`config.mk`:
```
export PLATFORM = sky130hd
export DESIGN_NAME = dla_noc_packetizer
export DESIGN_NICKNAME = d
export VERILOG_FILES = /design/src/rtl/dla_noc_packetizer_pkg.sv /design/src/rtl/dla_noc_packetizer.sv
export SDC_FILE = /design/constraint.sdc
export NUM_CORES = 1
export LEC_CHECK = 0
export CORE_UTILIZATION = 46
export CTS_BUF_LIST = sky130_fd_sc_hd__clkbuf_2
export DETAILED_ROUTE_END_ITERATION = 10
export PLACE_DENSITY = 0.84
export SLEW_MARGIN = 20
export SYNTH_ARGS = -nofsm -noshare
export SYNTH_HDL_FRONTEND = slang
export SYNTH_SLANG_ARGS = --single-unit
```
`constraint.sdc`:
```
create_clock -name clk -period 2.1 [get_ports clk]
set_clock_uncertainty 0.15 [all_clocks]
set_input_delay 0.315 -clock clk [delete_from_list [all_inputs] [get_ports clk]]
set_output_delay 0.315 -clock clk [all_outputs]
set_load 0.005 [all_outputs]
```
`src/rtl/dla_noc_packetizer_pkg.sv`:
```
// Shared NoC flit types, sizes and helpers
// for the DLA-side packetizer and bridges.
package dla_noc_packetizer_pkg;

  localparam int DEST_ADDR_SIZE_X = 4;
  localparam int DEST_ADDR_SIZE_Y = 4;
  localparam int DEST_ADDR_SIZE_L = 3;
  localparam int FLIT_DATA_SIZE   = 32;
  localparam int FLIT_LABEL_SIZE  = 2;
  localparam int FLIT_TOTAL_SIZE  =
    FLIT_LABEL_SIZE + FLIT_DATA_SIZE;
  localparam int PAYLOAD_SIZE     =
    DEST_ADDR_SIZE_X + DEST_ADDR_SIZE_Y + 2;

  typedef enum logic [FLIT_LABEL_SIZE-1:0] {
    HEAD     = 2'd0,
    BODY     = 2'd1,
    TAIL     = 2'd2,
    HEADTAIL = 2'd3
  } flit_label_t;

  typedef enum logic [1:0] {
    ST_IDLE = 2'd0,
    ST_HEAD = 2'd1,
    ST_DATA = 2'd2,
    ST_GRNT = 2'd3
  } dla_pkt_state_t;

  // Head/headtail word: {label, 0.., pl, x, y, l}
  function automatic logic [FLIT_TOTAL_SIZE-1:0]
    pack_head_word(
      input flit_label_t                 label,
      input logic [DEST_ADDR_SIZE_X-1:0] x,
      input logic [DEST_ADDR_SIZE_Y-1:0] y,
      input logic [DEST_ADDR_SIZE_L-1:0] l,
      input logic [PAYLOAD_SIZE-1:0]     pl
    );
    localparam int LO = DEST_ADDR_SIZE_L;
    localparam int YO = LO + DEST_ADDR_SIZE_Y;
    localparam int XO = YO + DEST_ADDR_SIZE_X;
    logic [FLIT_DATA_SIZE-1:0] d;
    d = '0;
    d[0 +: DEST_ADDR_SIZE_L]  = l;
    d[LO +: DEST_ADDR_SIZE_Y] = y;
    d[YO +: DEST_ADDR_SIZE_X] = x;
    d[XO +: PAYLOAD_SIZE]     = pl;
    return {label, d};
  endfunction

endpackage

```
`src/rtl/dla_noc_packetizer.sv`:
```
// DLA-side NoC transmitter: builds HEAD/BODY/TAIL
// and HEADTAIL grant words into the injection FIFO.
module dla_noc_packetizer
  import dla_noc_packetizer_pkg::*;
#(
  parameter int LEN_W = 8
) (
  input  logic                        clk,
  input  logic                        rst,
  input  logic                        req_vld,
  output logic                        req_rdy,
  input  logic [DEST_ADDR_SIZE_X-1:0] req_dest_x,
  input  logic [DEST_ADDR_SIZE_Y-1:0] req_dest_y,
  input  logic [DEST_ADDR_SIZE_L-1:0] req_dest_l,
  input  logic [LEN_W-1:0]            req_len,
  input  logic                        dat_vld,
  output logic                        dat_rdy,
  input  logic [FLIT_DATA_SIZE-1:0]   dat,
  input  logic                        grnt_vld,
  output logic                        grnt_rdy,
  input  logic [DEST_ADDR_SIZE_X-1:0] grnt_dest_x,
  input  logic [DEST_ADDR_SIZE_Y-1:0] grnt_dest_y,
  input  logic [DEST_ADDR_SIZE_L-1:0] grnt_dest_l,
  input  logic [DEST_ADDR_SIZE_X-1:0] grnt_src_x,
  input  logic [DEST_ADDR_SIZE_Y-1:0] grnt_src_y,
  input  logic [1:0]                  grnt_dla,
  input  logic                        fifo_afull,
  input  logic                        fifo_full,
  output logic                        fifo_wen,
  output logic [FLIT_TOTAL_SIZE-1:0]  fifo_wdata,
  output logic                        busy,
  output logic                        err_len
);

  dla_pkt_state_t r_state;
  dla_pkt_state_t w_state_nxt;

  logic [DEST_ADDR_SIZE_X-1:0] r_dx;
  logic [DEST_ADDR_SIZE_Y-1:0] r_dy;
  logic [DEST_ADDR_SIZE_L-1:0] r_dl;
  logic [PAYLOAD_SIZE-1:0]     r_pl;
  logic [LEN_W-1:0]            r_len;
  logic [LEN_W-1:0]            r_rem;
  logic                        r_wen;
  logic [FLIT_TOTAL_SIZE-1:0]  r_wdata;
  logic                        r_err;

  logic                        w_space;
  logic                        w_wr;
  logic [FLIT_TOTAL_SIZE-1:0]  w_word;
  flit_label_t                 w_lbl;
  logic                        w_lat_req;
  logic                        w_lat_grnt;
  logic                        w_err;
  logic                        w_load;
  logic                        w_dec;

  assign w_space    = !fifo_afull && !fifo_full;
  assign busy       = (r_state != ST_IDLE);
  assign fifo_wen   = r_wen;
  assign fifo_wdata = r_wdata;
  assign err_len    = r_err;

  // Next state, handshakes and write decision
  always_comb begin
    w_state_nxt = r_state;
    req_rdy     = 1'b0;
    grnt_rdy    = 1'b0;
    dat_rdy     = 1'b0;
    w_wr        = 1'b0;
    w_word      = r_wdata;
    w_lbl       = BODY;
    w_lat_req   = 1'b0;
    w_lat_grnt  = 1'b0;
    w_err       = 1'b0;
    w_load      = 1'b0;
    w_dec       = 1'b0;
    if (!rst) begin
      unique case (r_state)
        ST_IDLE: begin
          grnt_rdy = grnt_vld;
          req_rdy  = !grnt_vld;
          if (grnt_vld) begin
            w_lat_grnt  = 1'b1;
            w_state_nxt = ST_GRNT;
          end else if (req_vld) begin
            if (req_len != '0) begin
              w_lat_req   = 1'b1;
              w_state_nxt = ST_HEAD;
            end else begin
              w_err = 1'b1;
            end
          end
        end
        ST_HEAD: begin
          if (w_space) begin
            w_wr   = 1'b1;
            w_word = pack_head_word(
              HEAD, r_dx, r_dy, r_dl, '0);
            w_load      = 1'b1;
            w_state_nxt = ST_DATA;
          end
        end
        ST_DATA: begin
          dat_rdy = w_space;
          if (dat_vld && w_space) begin
            w_wr  = 1'b1;
            w_dec = 1'b1;
            if (r_rem == LEN_W'(1)) begin
              w_lbl       = TAIL;
              w_state_nxt = ST_IDLE;
            end
            w_word = {w_lbl, dat};
          end
        end
        ST_GRNT: begin
          if (w_space) begin
            w_wr   = 1'b1;
            w_word = pack_head_word(
              HEADTAIL, r_dx, r_dy, r_dl, r_pl);
            w_state_nxt = ST_IDLE;
          end
        end
        default: w_state_nxt = ST_IDLE;
      endcase
    end
  end

  // State register
  always_ff @(posedge clk) begin
    if (rst) begin
      r_state <= ST_IDLE;
    end else begin
      r_state <= w_state_nxt;
    end
  end

  // Registered FIFO write stage and error pulse
  always_ff @(posedge clk) begin
    if (rst) begin
      r_wen   <= 1'b0;
      r_wdata <= '0;
      r_err   <= 1'b0;
    end else begin
      r_wen <= w_wr;
      r_err <= w_err;
      if (w_wr) begin
        r_wdata <= w_word;
      end
    end
  end

  // Latched destination, payload and length counter
  always_ff @(posedge clk) begin
    if (rst) begin
      r_dx  <= '0;
      r_dy  <= '0;
      r_dl  <= '0;
      r_pl  <= '0;
      r_len <= '0;
      r_rem <= '0;
    end else begin
      if (w_lat_req) begin
        r_dx  <= req_dest_x;
        r_dy  <= req_dest_y;
        r_dl  <= req_dest_l;
        r_pl  <= '0;
        r_len <= req_len;
      end else if (w_lat_grnt) begin
        r_dx <= grnt_dest_x;
        r_dy <= grnt_dest_y;
        r_dl <= grnt_dest_l;
        r_pl <= {grnt_src_x, grnt_src_y, grnt_dla};
      end
      if (w_load) begin
        r_rem <= r_len;
      end else if (w_dec) begin
        r_rem <= r_rem - LEN_W'(1);
      end
    end
  end

endmodule

```
==> results_dict.tcl <==
set metrics [dict create \
    p_switching_mw 0.7842 \
    max_freq_ghz 0.4920 \
    synth_compound_area_share_pct 19.41 \
    min_from "req_dest_x[0]" \
    total_power_mw 2.975 \
    grtUsageTotal_pct 26.73 \
    clockPowerShare_pct 29.9 \
    dieHeight_um 85.71 \
    min_period_ns 2.033 \
    intPower_mw 2.191 \
    overflow 0 \
    setup_slack_ns 0.06744 \
    fin_crit_sh_pct 96.79 \
    relSlewSlack_pct 63.21 \
    synthMuxAreaShare_pct 9.705 \
    grt_max_degree 55 \
    setup_viol 0 \
    holdWs_ns 0.1791 \
    synth_flop_cell "dfxtp_1" \
    synth_edf_count 0 \
    vias_per_cell 5.380 \
    final_common_cell "clkdlybuf4s50_1" \
    slowest_stage "dfxtp_4" \
    cap_viol_max_count 0 \
    synth_cell_type_count 42 \
    rows 30 \
    ir_worst_vdd_mv 0.3588 \
    drtPass1Iterations 6 \
    drive_gt1_share_pct 13.83 \
    async_flop_share_pct 0 \
    grt_pass1_vias 3190 \
    io_pins 119 \
    synth_area_leader_cell "dfxtp_1" \
    ys_seq_elements 75 \
    synth-simple-area-share_pct 18.79 \
    cp.arrival_ns 1.57 \
    clockBufferDepth 2 \
    rsz0062_at_grt "true" \
    final_hold_viol_count 0 \
    layout.cell_area.non_filler_um2 4816 \
    drt-wirelength-per-cell_um 15.69 \
    worstPathMaxFanout 3 \
    synthAdderAreaFrac_pct 0.7764 \
    dp_slack_ns -0.2960 \
    core_um2 6794 \
    post_dp_cell_area_um2 4589 \
    switching_share_pct 26.36 \
    critPathBufInv 3 \
    routed_wl_um 9333 \
    ant_nets 0 \
    htree_levels 3 \
    worst_pin_slew_ns 0.5468 \
    tritoncts "built" \
    drt-initial-drc-count 198 \
    combPwrFrac_pct 19.2 \
    crit_chain "buf_4 -> nor2_4 -> nand3b_1 -> clkinv_1 -> dlygate4sd2_1" \
    drcViolationCount 0 \
    crit_path_start "r_state[0]" \
    maxSlewViolCount 0 \
    ys_warn_count 0 \
    fillers 564 \
    syn-cell-area_um2 3223 \
    synth_top_family_by_area "compound AO/OA/AOI/OAI gates" \
    timing.rr.start "r_state[1]" \
    cp-start-kind "flip-flop" \
    netlist.area_leader.share_pct 46.58 \
    path_clk_slew_ns 0.21 \
    nets 575 \
    root_buffer "clkbuf_2" \
    min_path_type "in2reg" \
    worst-setup-path-type "reg2out" \
    p_leak_nw 1.716 \
    antenna_found_initial 0 \
    diodes 0 \
    place_hpwl_um 6476 \
    clock-sinks 75 \
    dieWidth_um 85.71 \
    final_cell_mix "113 x clkdlybuf4s50_1, 73 x dfxtp_1, 56 x nand2_1" \
    netlist_instances 362 \
    slowest_delay_ns 0.40 \
    critPathTopFamily "buffers and inverters" \
    syn-num-nets 443 \
    regArea_um2 1509 \
    synth_xor_xnor_area_share_pct 0 \
    endpoint_kind "output pin" \
    synth_area_leaders "dfxtp_1 47%, nand2_1 6.5%, a21oi_1 6.2%" \
    grt_pass1_wl_um 15320 \
    port-buffer-count 118 \
    yosysSeqAreaShare_pct 46.58 \
    cp_data_required_time_ns 1.63 \
    finish.utilization_pct 70.88 \
    syn-mean-instance-area_um2 8.904 \
    num_vias 3201 \
    start_util_pct 47.44 \
    power.density_nw_per_um2 617.8 \
    die-area_um2 7345 \
    clk_latency_ns 0.51 \
    seqPwrFrac_pct 50.9 \
    multiInputGateArea_um2 1603 \
    numCtsBuffers 9 \
    tns_ns 0 \
    area_growth_pct 49.42 \
    gp_congestion 0.8745 \
    fin_cells 595 \
    run_status "finished clean" \
    placedCellCount 571 \
]
[cells by family after synthesis]
logic type	Yosys count
AO/OA/AOI/OAI	95
adder cells (fa/ha/maj)	2
buffers and inverters	33
flip-flops	75
multiplexers	30
AND/OR/NAND/NOR	127
[per-layer routing]
layer	part of all wire [%]	wire length (um)	vias to the layer above	global-route usage, %
met3	4.9	458	26	5.294
met4	2.9	273	0	12.27
met1	42	3876	1496	32.12
met5	0	0	-	0
li1	-	-	1561	-
met2	51	4725	118	46.18
[cells in the mapped netlist (2+ instances only)]
library cell and instances:
a22o_1 7, mux2_2 10, a31oi_1 5, nor4_1 2
nor2b_1 5, buf_1 3, and2_1 2, a21oi_1 40
o2bb2a_1 2, a211oi_1 13, or4_4 2, o31ai_1 8
nand3b_1 2, a2bb2oi_1 3, o21ai_0 3, nor2_1 15
inv_1 3, clkbuf_1 12, nand2b_1 2, buf_2 11
o21a_1 2, o211ai_1 6, o311ai_0 2, nor3_1 3
dfxtp_1 75, nand3_1 28, ha_1 2, buf_6 2
nand2_1 56, or3_1 4, mux2i_1 20, and3_1 2
[path summary, 6_finish.rpt]
kind	endpoint	slack (ns)	depth (start not counted)
worst max-delay path	grnt_rdy	0.07	5
worst min-delay path	r_dx[0]	0.18	3
worst max register to register	r_dx[3]	0.23	8
worst min register to register	fifo_wdata[12]	0.31	2
[state kept, by name, indices dropped and copies added, names as in the netlist]
signal and flops:
r_dy 4, fifo_wdata 34, r_len 8, r_rem 8, err_len 1, r_dl 3
fifo_wen 1, r_dx 4, r_pl 10, r_state 2
[timing repair]
item	4_1_cts	5_1_grt
gates resized for setup	14	6
pin swaps	0	1
setup endpoints to repair	4	1
setup buffers	5	2
hold endpoints to repair	2	0
hold buffers	1	0
[worst register-to-register path, stage by stage, from the launching register on]
cell     delay (ns)
dfxtp_4        0.41
buf_6          0.13
nor4_4         0.24
buf_4          0.15
buf_4          0.10
o211a_1        0.18
buf_12         0.18
nor2b_1        0.17
nor3_1         0.06
[power by group through the flow]
stage	Sequential (mW)	Combinational, mW	Clock [mW]
floorplan	1.53	0.254	0
global placement	1.54	0.508	0
detailed placement	1.54	0.521	0
CTS	1.52	0.553	0.899
global route	1.52	0.611	0.982
finish	1.51	0.571	0.890
[area by class of cell]
class,count,area share (%)
inverter,5,0.3897
multi-input combinational,254,33.28
sequential,75,31.33
tap,96,2.494
clock inverter,6,1.663
clock buffer,10,1.039
timing repair buffer,149,29.80
Note: power is estimated with default switching activity, not from simulation.
